--- config.mk ---
export PLATFORM = sky130hd
export DESIGN_NAME = vga_timing
export DESIGN_NICKNAME = d
export VERILOG_FILES = /design/src/rtl/vga_timing.sv
export SDC_FILE = /design/constraint.sdc
export NUM_CORES = 1
export LEC_CHECK = 0
export ABC_AREA = 1
export CAP_MARGIN = 40
export CORE_MARGIN = 1
export CORE_UTILIZATION = 46
export DETAILED_ROUTE_END_ITERATION = 10
export GPL_TIMING_DRIVEN = 0
export PLACE_DENSITY = 0.79
export SLEW_MARGIN = 25
export SYNTH_ARGS = -nofsm -noshare
export SYNTH_HDL_FRONTEND = slang
export SYNTH_SLANG_ARGS = --single-unit
export TNS_END_PERCENT = 30
--- constraint.sdc ---
create_clock -name CLK -period 1.55 [get_ports CLK]
set_input_delay 0.31 -clock CLK [delete_from_list [all_inputs] [get_ports CLK]]
set_output_delay 0.31 -clock CLK [all_outputs]
set_load 0.02 [all_outputs]
--- src/rtl/vga_timing.sv ---
// vga_timing: video timing generator and pixel output pipeline.
// Free-running line/frame counters issue pixel requests (PIX_REQ/PIX_X/PIX_Y)
// to the frame source. The sync, blank and RGB outputs are delayed so they
// line up with PIX_DATA returning FETCH_LAT cycles after each request.
// Optional feature: define VGA_PATTERN_EN to add an SW_PATTERN input that
// selects internal 8-bar colour bars instead of PIX_DATA.
module vga_timing #(
    parameter int   HDISP     = 800,
    parameter int   HFP       = 40,
    parameter int   HPULSE    = 128,
    parameter int   HBP       = 88,
    parameter int   VDISP     = 600,
    parameter int   VFP       = 1,
    parameter int   VPULSE    = 4,
    parameter int   VBP       = 23,
    parameter logic HS_POL    = 1'b1,
    parameter logic VS_POL    = 1'b1,
    parameter int   FETCH_LAT = 2
) (
    input  logic                       CLK,
    input  logic                       RST,
    output logic                       PIX_REQ,
    output logic [$clog2(HDISP)-1:0]   PIX_X,
    output logic [$clog2(VDISP)-1:0]   PIX_Y,
    output logic                       FRAME_START,
    input  logic [23:0]                PIX_DATA,
`ifdef VGA_PATTERN_EN
    input  logic                       SW_PATTERN,
`endif
    output logic                       VGA_HS,
    output logic                       VGA_VS,
    output logic                       VGA_BLANK,
    output logic [7:0]                 VGA_R,
    output logic [7:0]                 VGA_G,
    output logic [7:0]                 VGA_B
);

    localparam int HTOTAL = HDISP + HFP + HPULSE + HBP;
    localparam int VTOTAL = VDISP + VFP + VPULSE + VBP;
    localparam int HW     = $clog2(HTOTAL);
    localparam int VW     = $clog2(VTOTAL);
    localparam int XW     = $clog2(HDISP);
    localparam int YW     = $clog2(VDISP);
    // One extra bit so region bounds equal to HTOTAL/VTOTAL do not wrap.
    localparam int HXW    = HW + 1;
    localparam int VXW    = VW + 1;

    localparam logic [HXW-1:0] H_DISP_END = HXW'(HDISP);
    localparam logic [HXW-1:0] H_SYNC_BEG = HXW'(HDISP + HFP);
    localparam logic [HXW-1:0] H_SYNC_END = HXW'(HDISP + HFP + HPULSE);
    localparam logic [HW-1:0]  H_LAST     = HW'(HTOTAL - 1);
    localparam logic [VXW-1:0] V_DISP_END = VXW'(VDISP);
    localparam logic [VXW-1:0] V_SYNC_BEG = VXW'(VDISP + VFP);
    localparam logic [VXW-1:0] V_SYNC_END = VXW'(VDISP + VFP + VPULSE);
    localparam logic [VW-1:0]  V_LAST     = VW'(VTOTAL - 1);

    logic [HW-1:0]        hcnt_q, hcnt_d;
    logic [VW-1:0]        vcnt_q, vcnt_d;
    logic [HXW-1:0]       hcnt_x;
    logic [VXW-1:0]       vcnt_x;
    logic                 disp_act, hs_act, vs_act;
    logic [FETCH_LAT-1:0] disp_dly_q, hs_dly_q, vs_dly_q;
    logic                 vga_hs_q, vga_vs_q, vga_blank_q;
    logic [23:0]          rgb_q, rgb_d;

`ifdef VGA_PATTERN_EN
    localparam int BAR_SH = $clog2(HDISP / 8);

    logic [XW-1:0] col_dly_q [FETCH_LAT];

    // Colour bar lookup: white, yellow, cyan, green, magenta, red, blue, black.
    function automatic logic [23:0] bar_colour(input logic [XW-1:0] col);
        logic [2:0] idx;
        idx = 3'(col >> BAR_SH);
        case (idx)
            3'd0:    bar_colour = 24'hFFFFFF;
            3'd1:    bar_colour = 24'hFFFF00;
            3'd2:    bar_colour = 24'h00FFFF;
            3'd3:    bar_colour = 24'h00FF00;
            3'd4:    bar_colour = 24'hFF00FF;
            3'd5:    bar_colour = 24'hFF0000;
            3'd6:    bar_colour = 24'h0000FF;
            default: bar_colour = 24'h000000;
        endcase
    endfunction
`endif

    // Next-state for the line/frame counters: hcnt wraps each line, vcnt on the hcnt wrap.
    always_comb begin
        hcnt_d = hcnt_q + HW'(1);
        vcnt_d = vcnt_q;
        if (hcnt_q == H_LAST) begin
            hcnt_d = '0;
            vcnt_d = (vcnt_q == V_LAST) ? '0 : vcnt_q + VW'(1);
        end
    end

    // Counter registers.
    always_ff @(posedge CLK) begin
        if (RST) begin
            hcnt_q <= '0;
            vcnt_q <= '0;
        end else begin
            hcnt_q <= hcnt_d;
            vcnt_q <= vcnt_d;
        end
    end

    // Stage 0: zero-delay decode of the counters into region flags and the request.
    always_comb begin
        hcnt_x      = {1'b0, hcnt_q};
        vcnt_x      = {1'b0, vcnt_q};
        disp_act    = (hcnt_x < H_DISP_END) && (vcnt_x < V_DISP_END);
        hs_act      = (hcnt_x >= H_SYNC_BEG) && (hcnt_x < H_SYNC_END);
        vs_act      = (vcnt_x >= V_SYNC_BEG) && (vcnt_x < V_SYNC_END);
        PIX_REQ     = disp_act && !RST;
        PIX_X       = PIX_REQ ? hcnt_q[XW-1:0] : '0;
        PIX_Y       = PIX_REQ ? vcnt_q[YW-1:0] : '0;
        FRAME_START = !RST && (hcnt_q == '0) && (vcnt_q == '0);
    end

    // Stages 1..FETCH_LAT: region flags wait for the frame source to return data.
    always_ff @(posedge CLK) begin
        if (RST) begin
            disp_dly_q <= '0;
            hs_dly_q   <= '0;
            vs_dly_q   <= '0;
        end else begin
            disp_dly_q[0] <= disp_act;
            hs_dly_q[0]   <= hs_act;
            vs_dly_q[0]   <= vs_act;
            for (int i = 1; i < FETCH_LAT; i++) begin
                disp_dly_q[i] <= disp_dly_q[i-1];
                hs_dly_q[i]   <= hs_dly_q[i-1];
                vs_dly_q[i]   <= vs_dly_q[i-1];
            end
        end
    end

`ifdef VGA_PATTERN_EN
    // Column travels with the display flag so the bars share the PIX_DATA latency.
    always_ff @(posedge CLK) begin
        col_dly_q[0] <= hcnt_q[XW-1:0];
        for (int i = 1; i < FETCH_LAT; i++) begin
            col_dly_q[i] <= col_dly_q[i-1];
        end
    end
`endif

    // Pixel select: returned data (or bars) while displaying, black while blanked.
    always_comb begin
        rgb_d = '0;
        if (disp_dly_q[FETCH_LAT-1]) begin
`ifdef VGA_PATTERN_EN
            rgb_d = SW_PATTERN ? bar_colour(col_dly_q[FETCH_LAT-1]) : PIX_DATA;
`else
            rgb_d = PIX_DATA;
`endif
        end
    end

    // Output stage: registered DAC signals; reset clears colour too so no stale pixel leaks.
    always_ff @(posedge CLK) begin
        if (RST) begin
            vga_hs_q    <= ~HS_POL;
            vga_vs_q    <= ~VS_POL;
            vga_blank_q <= 1'b0;
            rgb_q       <= '0;
        end else begin
            vga_hs_q    <= hs_dly_q[FETCH_LAT-1] ? HS_POL : ~HS_POL;
            vga_vs_q    <= vs_dly_q[FETCH_LAT-1] ? VS_POL : ~VS_POL;
            vga_blank_q <= disp_dly_q[FETCH_LAT-1];
            rgb_q       <= rgb_d;
        end
    end

    assign VGA_HS    = vga_hs_q;
    assign VGA_VS    = vga_vs_q;
    assign VGA_BLANK = vga_blank_q;
    assign VGA_R     = rgb_q[23:16];
    assign VGA_G     = rgb_q[15:8];
    assign VGA_B     = rgb_q[7:0];

endmodule

==> results of run 1 <==
-- layout by cell type (no fill, tap or decap), types with 6 or more instances in the layout --
cell type / count
nand2_1: 50
nor3_4: 21
nand4_1: 10
dfxtp_2: 8
buf_4: 23
clkdlybuf4s50_1: 24
nand3_1: 15
inv_1: 54
a21oi_1: 10
nor2_1: 64
dlymetal6s2s_1: 24
dfxtp_1: 41
inv_2: 6
buf_6: 26
-- how the worst max path moves through the flow --
| stage | end | slack (ps) | depth (start not counted) |
|---|---|---|---|
| 3_5_place_dp | PIX_X[1] | -760 | 7 |
| 6_report | PIX_X[5] | -460 | 8 |
| 5_1_grt | PIX_X[6] | -510 | 8 |
| 4_1_cts | PIX_Y[2] | -410 | 8 |
| 2_1_floorplan | FRAME_START | -40 | 4 |
| 3_3_place_gp | PIX_Y[5] | -720 | 7 |
-- power by group through the flow --
stage / clock network (mW) / registers (mW) / logic, mW
4_1_cts: 0.965 / 1.42 / 0.292
3_3_place_gp: 0 / 1.46 / 0.262
3_5_place_dp: 0 / 1.46 / 0.267
5_1_grt: 1.03 / 1.42 / 0.320
2_1_floorplan: 0 / 1.48 / 0.114
6_report: 0.971 / 1.42 / 0.302
-- flip-flops by register name, indices dropped and copies added (netlist names) --
register	count
VGA_BLANK	1
vcnt_q	10
disp_dly_q	2
VGA_VS	1
vs_dly_q	2
hcnt_q	11
VGA_HS	1
rgb_q	24
hs_dly_q	2
-- final cells by class --
type | count | area, um^2
clock inverter | 3 | 43.8
buffer | 10 | 105
multi-input combinational | 206 | 1330
sequential | 54 | 1110
fill | 235 | 742
tap | 67 | 83.8
clock buffer | 5 | 68.8
inverter | 63 | 244
timing repair buffer | 102 | 1120
-- worst max-delay path, cell delays in order, from the launching register on --
cell,delay (ps)
dfxtp_4,400
nand2_4,60
nor3_4,220
o21ai_2,110
nand2_2,140
buf_6,150
buf_12,140
nor3_4,50
buf_6,130
-- cells in the mapped netlist (4+ instances only) --
library cell | number | area share, %
buf_2 | 7 | 1.5
o21ai_0 | 4 | 0.85
inv_1 | 61 | 9.7
nand4_1 | 10 | 2.6
nor3_1 | 23 | 4.9
nand3_1 | 16 | 3.4
ha_1 | 5 | 2.6
nor2_1 | 67 | 11
a21oi_1 | 10 | 2.1
nand2_1 | 55 | 8.7
dfxtp_1 | 54 | 46
-- cell families after synthesis --
group,count (synthesis),synth area share [%]
AOI/OAI and AO/OA,19,4.39
adders and majority gates,5,2.64
xor gates and xnor gates,3,1.11
and+or+nand+nor,179,33.6
buffers and inverters,73,12.6
DFF,54,45.7
-- metrics by stage --
step                      setup TNS (ps)  setup slack (ps)  utilization [%]  hold WS [ps]
after floorplan                     -248             -37.2                -           388
after global placement            -14910              -716             70.2           390
after detailed placement          -15730              -762             70.2           395
after CTS                          -8060              -406             79.8           316
after global routing              -11430              -510             84.7           321
final                              -9400              -461             84.7           331
-- repair_timing --
action | in CTS | in global routing
pin swaps | 10 | 17
resized for setup | 183 | 50
endpoints found under the setup margin | 31 | 63
cloned | 3 | 0
buffers inserted | 16 | 10
-- per-layer routing --
layer / vias to the layer above / wire, um / GRT usage, % / part of all wire (%)
met5: - / 0 / 0 / 0
met3: 44 / 555 / 5.08 / 6.5
li1: 1239 / - / - / -
met1: 1259 / 3140 / 32.9 / 37
met2: 167 / 4510 / 46.5 / 53
met4: 0 / 349 / 12.0 / 4.1
==> results.md, run 1 <==
- The number of global-route vias before repair was roughly 2400.
- The overall track demand over capacity in global routing is a little over a quarter.
- The number of iterations in the first detailed-routing pass is 7.
- The final worst setup slack is -461 ps.
- The fraction of the cycle the final worst path needs is 130%.
- The clock net in this run drives a total of 54 sinks.
- The start point of the worst hold path is RST.
- In this run the worst hold path is classified as in -> reg.
- The HPWL after detailed placement is 4650 um.
- The share of synthesized area occupied by flip-flops and latches is a little under half.
- Entering global routing, the biggest net connects 18 pins.
- The remaining design rule violation count is 0.
- Summed over all layers, the routed wires come to between 8000 and 9000 um.
- The number of port buffers is between 70 and 80.
- The critical path is of the reg -> out type.
- Hold repair after CTS inserted 0 buffers.
- The setup check on the worst reg-to-reg path leaves a slack of -50 ps.
- The core region area is between 4000 and 5000 um^2.
- The first-iteration detailed-routing DRC count is 175.
- The synthesized netlist occupies a cell area of 2370 um^2.
- The clock-pin slew on the worst setup and hold paths is 100 ps.
- The worst supply voltage drop on vdd is between 0.0006 and 0.0007 V.
- The worst path in the final design needs a cycle of a little over 2000 ps, including I/O delays and setup.
- The final net count is roughly 470.
- The number of buffers on the longest clock path is 2.
- The startpoint of the worst setup timing path is vcnt_q[9].
- The total count of hold-check failures in the final report is 0.
- When the netlist entered floorplanning its net count stood at around 360.
- The first-pass GRT wire length is between 10000 and 15000 um.
- The I/O pin count is 75.
- The relative area change from synthesis to final layout is 73.5%.
- The internal power of the cells is around 2.0 mW.
- The pin slew with the least headroom to its limit is around 370 ps.
- The average via count per standard cell is between 5 and 6.
- The routability congestion estimate from global placement is ~0.9.
- Of all flip-flops after synthesis, the portion carrying an async set or reset was 0%.
- Yosys printed 0 warnings.
- The endpoint arrival time on the critical path is roughly 1700 ps.
- The worst hold path passes through 2 cells.
- The max-slew violation total from the final report was 0.
- The switching share of power is around 24%.
- The number of diodes added for antenna fixing is 0.
- In this run, synthesis produced a sequential element count of 54.
- The mean instance size in the synthesized netlist is slightly above 7 um^2.
- The worst register-to-register path begins at hcnt_q[7].
- Data on the critical path is required at its endpoint by roughly 1200 ps.
- Measured along the x axis, the die boundary spans 73.7 um.
- The via count is 2709.
- In this run, synthesis inferred 0 flip-flops with an integrated enable.
- The checks that failed: setup timing.
- The number of different library cells used by synthesis comes to 28.
- The die boundary height is ~74 um.
- The cell count after placement is between 400 and 500.
- The analysis attributes to net switching a power of about 650 uW.
- For this configuration, the core starts out at a cell density of between 40 and 50%.
- The endpoint with the worst hold slack is vcnt_q[3].
- The maximum achievable frequency is slightly below 500 MHz.
- The leakage component of the power is 2.15 nW.
- The prevailing post-synth register cell is dfxtp_1.
- Across the routed clock network, the largest skew measured is just over 9 ps.
- The total congestion overflow is 0.
- The root buffer selected by CTS is clkbuf_8.
- The highest fanout seen on the critical path is 5.
- The cell area reported after detailed placement is 3400 um^2.
- The CTS tree is done.
- The cell row count is 25.
- Once detail routing completed, the nets flagged for antenna violations numbered 0.
- Clock latency on the worst-skew pair, taken at its later pin, is approximately 310 ps.
- Sequential cells account for 52.7% of the total power.
- The post-layout instance count excluding filler cells is roughly 500.
- The clock network accounts for a little over a third of the total power.
- The design draws about 2.7 mW.
- The startpoint type of the worst setup path is a flip-flop.
- The endpoint class of the critical path is an output port.
- Cells with a size suffix above 1 make up 30.2% of the layout.
- The endpoint identified for the worst register-to-register timing path is hcnt_q[10].
- In the final routed layout, each cell accounts on average for about 17 um.
- Measured in cells, the most critical reg-to-reg path has a length of 9.
- Once layout is done, the placed cells without fillers occupy 4110 um^2.
- The gate count after technology mapping is roughly 330.
- The setup-violating endpoint count in the final report is 24.
- The total power density per cell area is between 600 and 700 nW/um^2.
- The number of buffers created by CTS is 5.
- The total die area is roughly 5400 um^2.
- The H-tree was split into 2 levels.
- The part of the total power dissipated in combinational logic is between 10% and 20%.
- Measured against its own limit, the worst slew margin works out to between 70 and 80%.
- The initial antenna violation count came to 0.
- The flow ran to the end, but the final reports show violations.
- The number of max-cap violations is 0.
- Setup repair after global routing could not meet its margin everywhere.
No activity file was read; power rests on OpenSTA's default activity.
==> run 2, diff against run 1 <==
--- a/config.mk
+++ b/config.mk
@@ -7,7 +7,7 @@
 export LEC_CHECK = 0
 export ABC_AREA = 1
 export CAP_MARGIN = 40
-export CORE_MARGIN = 1
+export CORE_MARGIN = 5
 export CORE_UTILIZATION = 46
 export DETAILED_ROUTE_END_ITERATION = 10
 export GPL_TIMING_DRIVEN = 0
==> results.md, run 2 (same netlist as run 1, synthesis figures left out) <==
- The CTS tree is done.
- The starting density of the core was 46.9% (-1.9 points).
- The routability congestion estimate from global placement was 0.915 (-0.79%).
- Ranked by flip-flop count, first place goes to rgb_q.
- The later-pin clock latency in the skew report is 310 ps (about the same).
- The average via count per standard cell is 4.83 (-9.0%).
- The final net count is 469 (-0.85%).
- The relative area change from synthesis to final layout is 67.2%.
- The fraction of layout cells with a size suffix above 1 came to 29.0% (-1.3 points).
- The met1 capacity usage during global routing was 27.5% (-5.4 points).
- The first-pass GRT wire length was 11400 um (+3.6%).
- The maximum achievable frequency was 491 MHz (-1.3%).
- The total count of hold-check failures in the final report is 0 (unchanged).
- The beginning of the worst register-to-register path is hcnt_q[7].
- The number of buffers on the longest clock path was 2 (unchanged).
- The number of max-cap violations came to 0 (unchanged).
- The layer carrying the most global-route usage is met2.
- The startpoint type of the worst setup path is a flip-flop.
- The checks that failed: setup timing.
- The endpoint arrival time on the critical path is 1730 ps (+30 ps).
- The commonest non-fill, non-tap cell in the layout is nor2_1.
- The total die area is 6680 um^2 (+23%).
- The floorplan die width came to 81.7 um (+11%).
- Setup repair after global routing could not meet its margin everywhere.
- The area occupied by registers is 1100 um^2 (-0.45%).
- The run finished, with violations left.
- The worst supply voltage drop on vdd is 0.000541 V (-18%).
- The I/O pin count is 75 (unchanged).
- The total power draw is 2.48 mW (-7.9%).
- The die boundary height was 81.7 um (+11%).
- The flip-flop count of the largest register, all copies and words added was 24 (unchanged).
- The total power density per cell area came to 627 nW/um^2 (-4.4%).
- The combined area of the multi-input logic cells is 1330 um^2 (-0.56%).
- The global routing met3 resource utilization is 4.06% (-1.0 points).
- The path category of the worst min-delay check is in -> reg.
- The number of iterations in the first detailed-routing pass is 4 (-3).
- The minimum setup slack after placement was -758 ps (+3.17 ps).
- The total half-perimeter wirelength after legalization and detailed placement came to 4920 um (+5.8%).
- STA classifies the critical path endpoint as an output port.
- The via count is 2456 (-9.3%).
- The number of global-route vias before repair is 2392 (+1.8%).
- The core region area came to 5040 um^2 (+4.0%).
- The worst-case hold slack is 310 ps (-21.7 ps).
- The first-iteration detailed-routing DRC count was 184 (+5.1%).
- The worst slew margin relative to its limit is 75.6% (+0.50 points).
- The number of H-tree branching levels was 2 (unchanged).
- The fraction of the cycle the final worst path needs came to 131% (+1.7 points).
- The number of buffers created by CTS is 5 (unchanged).
- The count of clock tree sinks is 54 (unchanged).
- The cell row count is 26 (+4.0%).
- The maximum number of pins on one net before global-route repair is 17 (-1).
- The clock period minus final worst setup slack is 2040 ps (+26.1 ps).
- The final worst setup slack is -487 ps (-26.1 ps).
- The top cell types in the final layout, fill and taps aside, are nor2_1 (61), inv_1 (56), nand2_1 (50), dfxtp_1 (43), buf_6 (29).
- The leakage component of the power is 1.96 nW (-9.2%).
- The routed wire length per instance was 14.6 um (-13%).
- The final antenna-violating net count came to 0 (unchanged).
- The initial antenna violation count was 0 (unchanged).
- The root buffer selected by CTS is clkbuf_8.
- The clock-pin slew on the worst setup and hold paths is 100 ps (about the same).
- The number of diodes added for antenna fixing is 0 (unchanged).
- The worst clock skew on the final layout is 3.31 ps (-5.87 ps).
- The overall track demand over capacity in global routing is 22.3% (-4.8 points).
- The start point of the worst hold path is RST.
- The number of port buffers was 73 (unchanged).
- The highest fanout seen on the critical path is 6 (+1).
- The data required time at the worst endpoint is 1240 ps (about the same).
- The wire length reported by the detailed router was 7410 um (-13%).
- The max-slew violation total from the final report is 0 (unchanged).
- The total congestion overflow is 0 (unchanged).
- In the final layout, the registers with the most flip-flops are rgb_q (24), hcnt_q (11), vcnt_q (10).
- The final-layout fill cell count was 330 (+40%).
- The pin slew with the least headroom to its limit is 363 ps (-8.91 ps).
- The met2 demand-to-capacity share in global routing was 39.1% (-7.4 points).
- The remaining design rule violation count was 0 (unchanged).
- The startpoint of the worst setup timing path is hcnt_q[10].
- The setup-violating endpoint count in the final report is 26 (+8.3%).
- The worst setup path is of the reg -> out kind.
[run 2: changes by cell type in the layout (fill, tap and decap cells not counted), moves of 3 or more]
cell	before	now
nor2_1	64	61
dlymetal6s2s_1	24	13
dlygate4sd2_1	3	14
buf_6	26	29
buf_4	23	20
buf_12	5	2
[run 2: path summary, 6_finish.rpt]
kind | endpoint | slack [ps] | cells after the start
worst min-delay path | vcnt_q[8] | 310 | 2
worst max register to register | vcnt_q[4] | -30 | 10
worst min register to register | VGA_VS | 410 | 2
worst max-delay path | PIX_X[3] | -490 | 7
[run 2: cell type report]
type / instances / share of cell area [%]
clock inverters: 2 / 0.348
well taps: 70 / 2.21
inverters: 63 / 6.04
plain buffers: 10 / 2.66
repair buffers: 98 / 25.6
multi-input cells: 206 / 33.5
clock buffers: 5 / 1.74
flip-flops and latches: 54 / 27.9
[run 2: stage by stage]
| step | area [um^2] | instances | util, % | TNS [ps] |
|---|---|---|---|---|
| 2_1_floorplan | 2590 | 333 | - | -248 |
| 3_3_place_gp | 3410 | 476 | 67.6 | -16200 |
| 3_5_place_dp | 3410 | 476 | 67.6 | -15860 |
| 4_1_cts | 3810 | 504 | 75.5 | -9420 |
| 5_1_grt | 3960 | 508 | 78.5 | -11920 |
| 6_report | 3960 | 508 | 78.5 | -9800 |
[run 2: worst max-delay path, cell delays in order (launching register included)]
cell and delay [ps]:
dfxtp_4 430, inv_2 80, nand3_2 80, o211ai_1 130, buf_4 200, buf_6 150
nor3_4 200, buf_6 150
[run 2: repair_timing]
action | in CTS | in global routing
buffers inserted | 17 | 4
gates cloned | 4 | 0
hold buffers | 0 | 0
pin swaps | 12 | 6
resized for setup | 194 | 35
endpoints found under the setup margin | 41 | 52
[run 2: power by group]
part / switching [mW] / internal (mW) / total [mW] / leakage [nW]
Clock: 0.466 / 0.314 / 0.780 / 0.0444
Combinational: 0.145 / 0.138 / 0.283 / 1.47
Sequential: 0.0124 / 1.41 / 1.42 / 0.445
[run 2: layer usage]
metal	wire [um]	part of all wire, %
met1	3080	42
met5	0	0
met4	136	1.8
met3	335	4.5
met2	3860	52
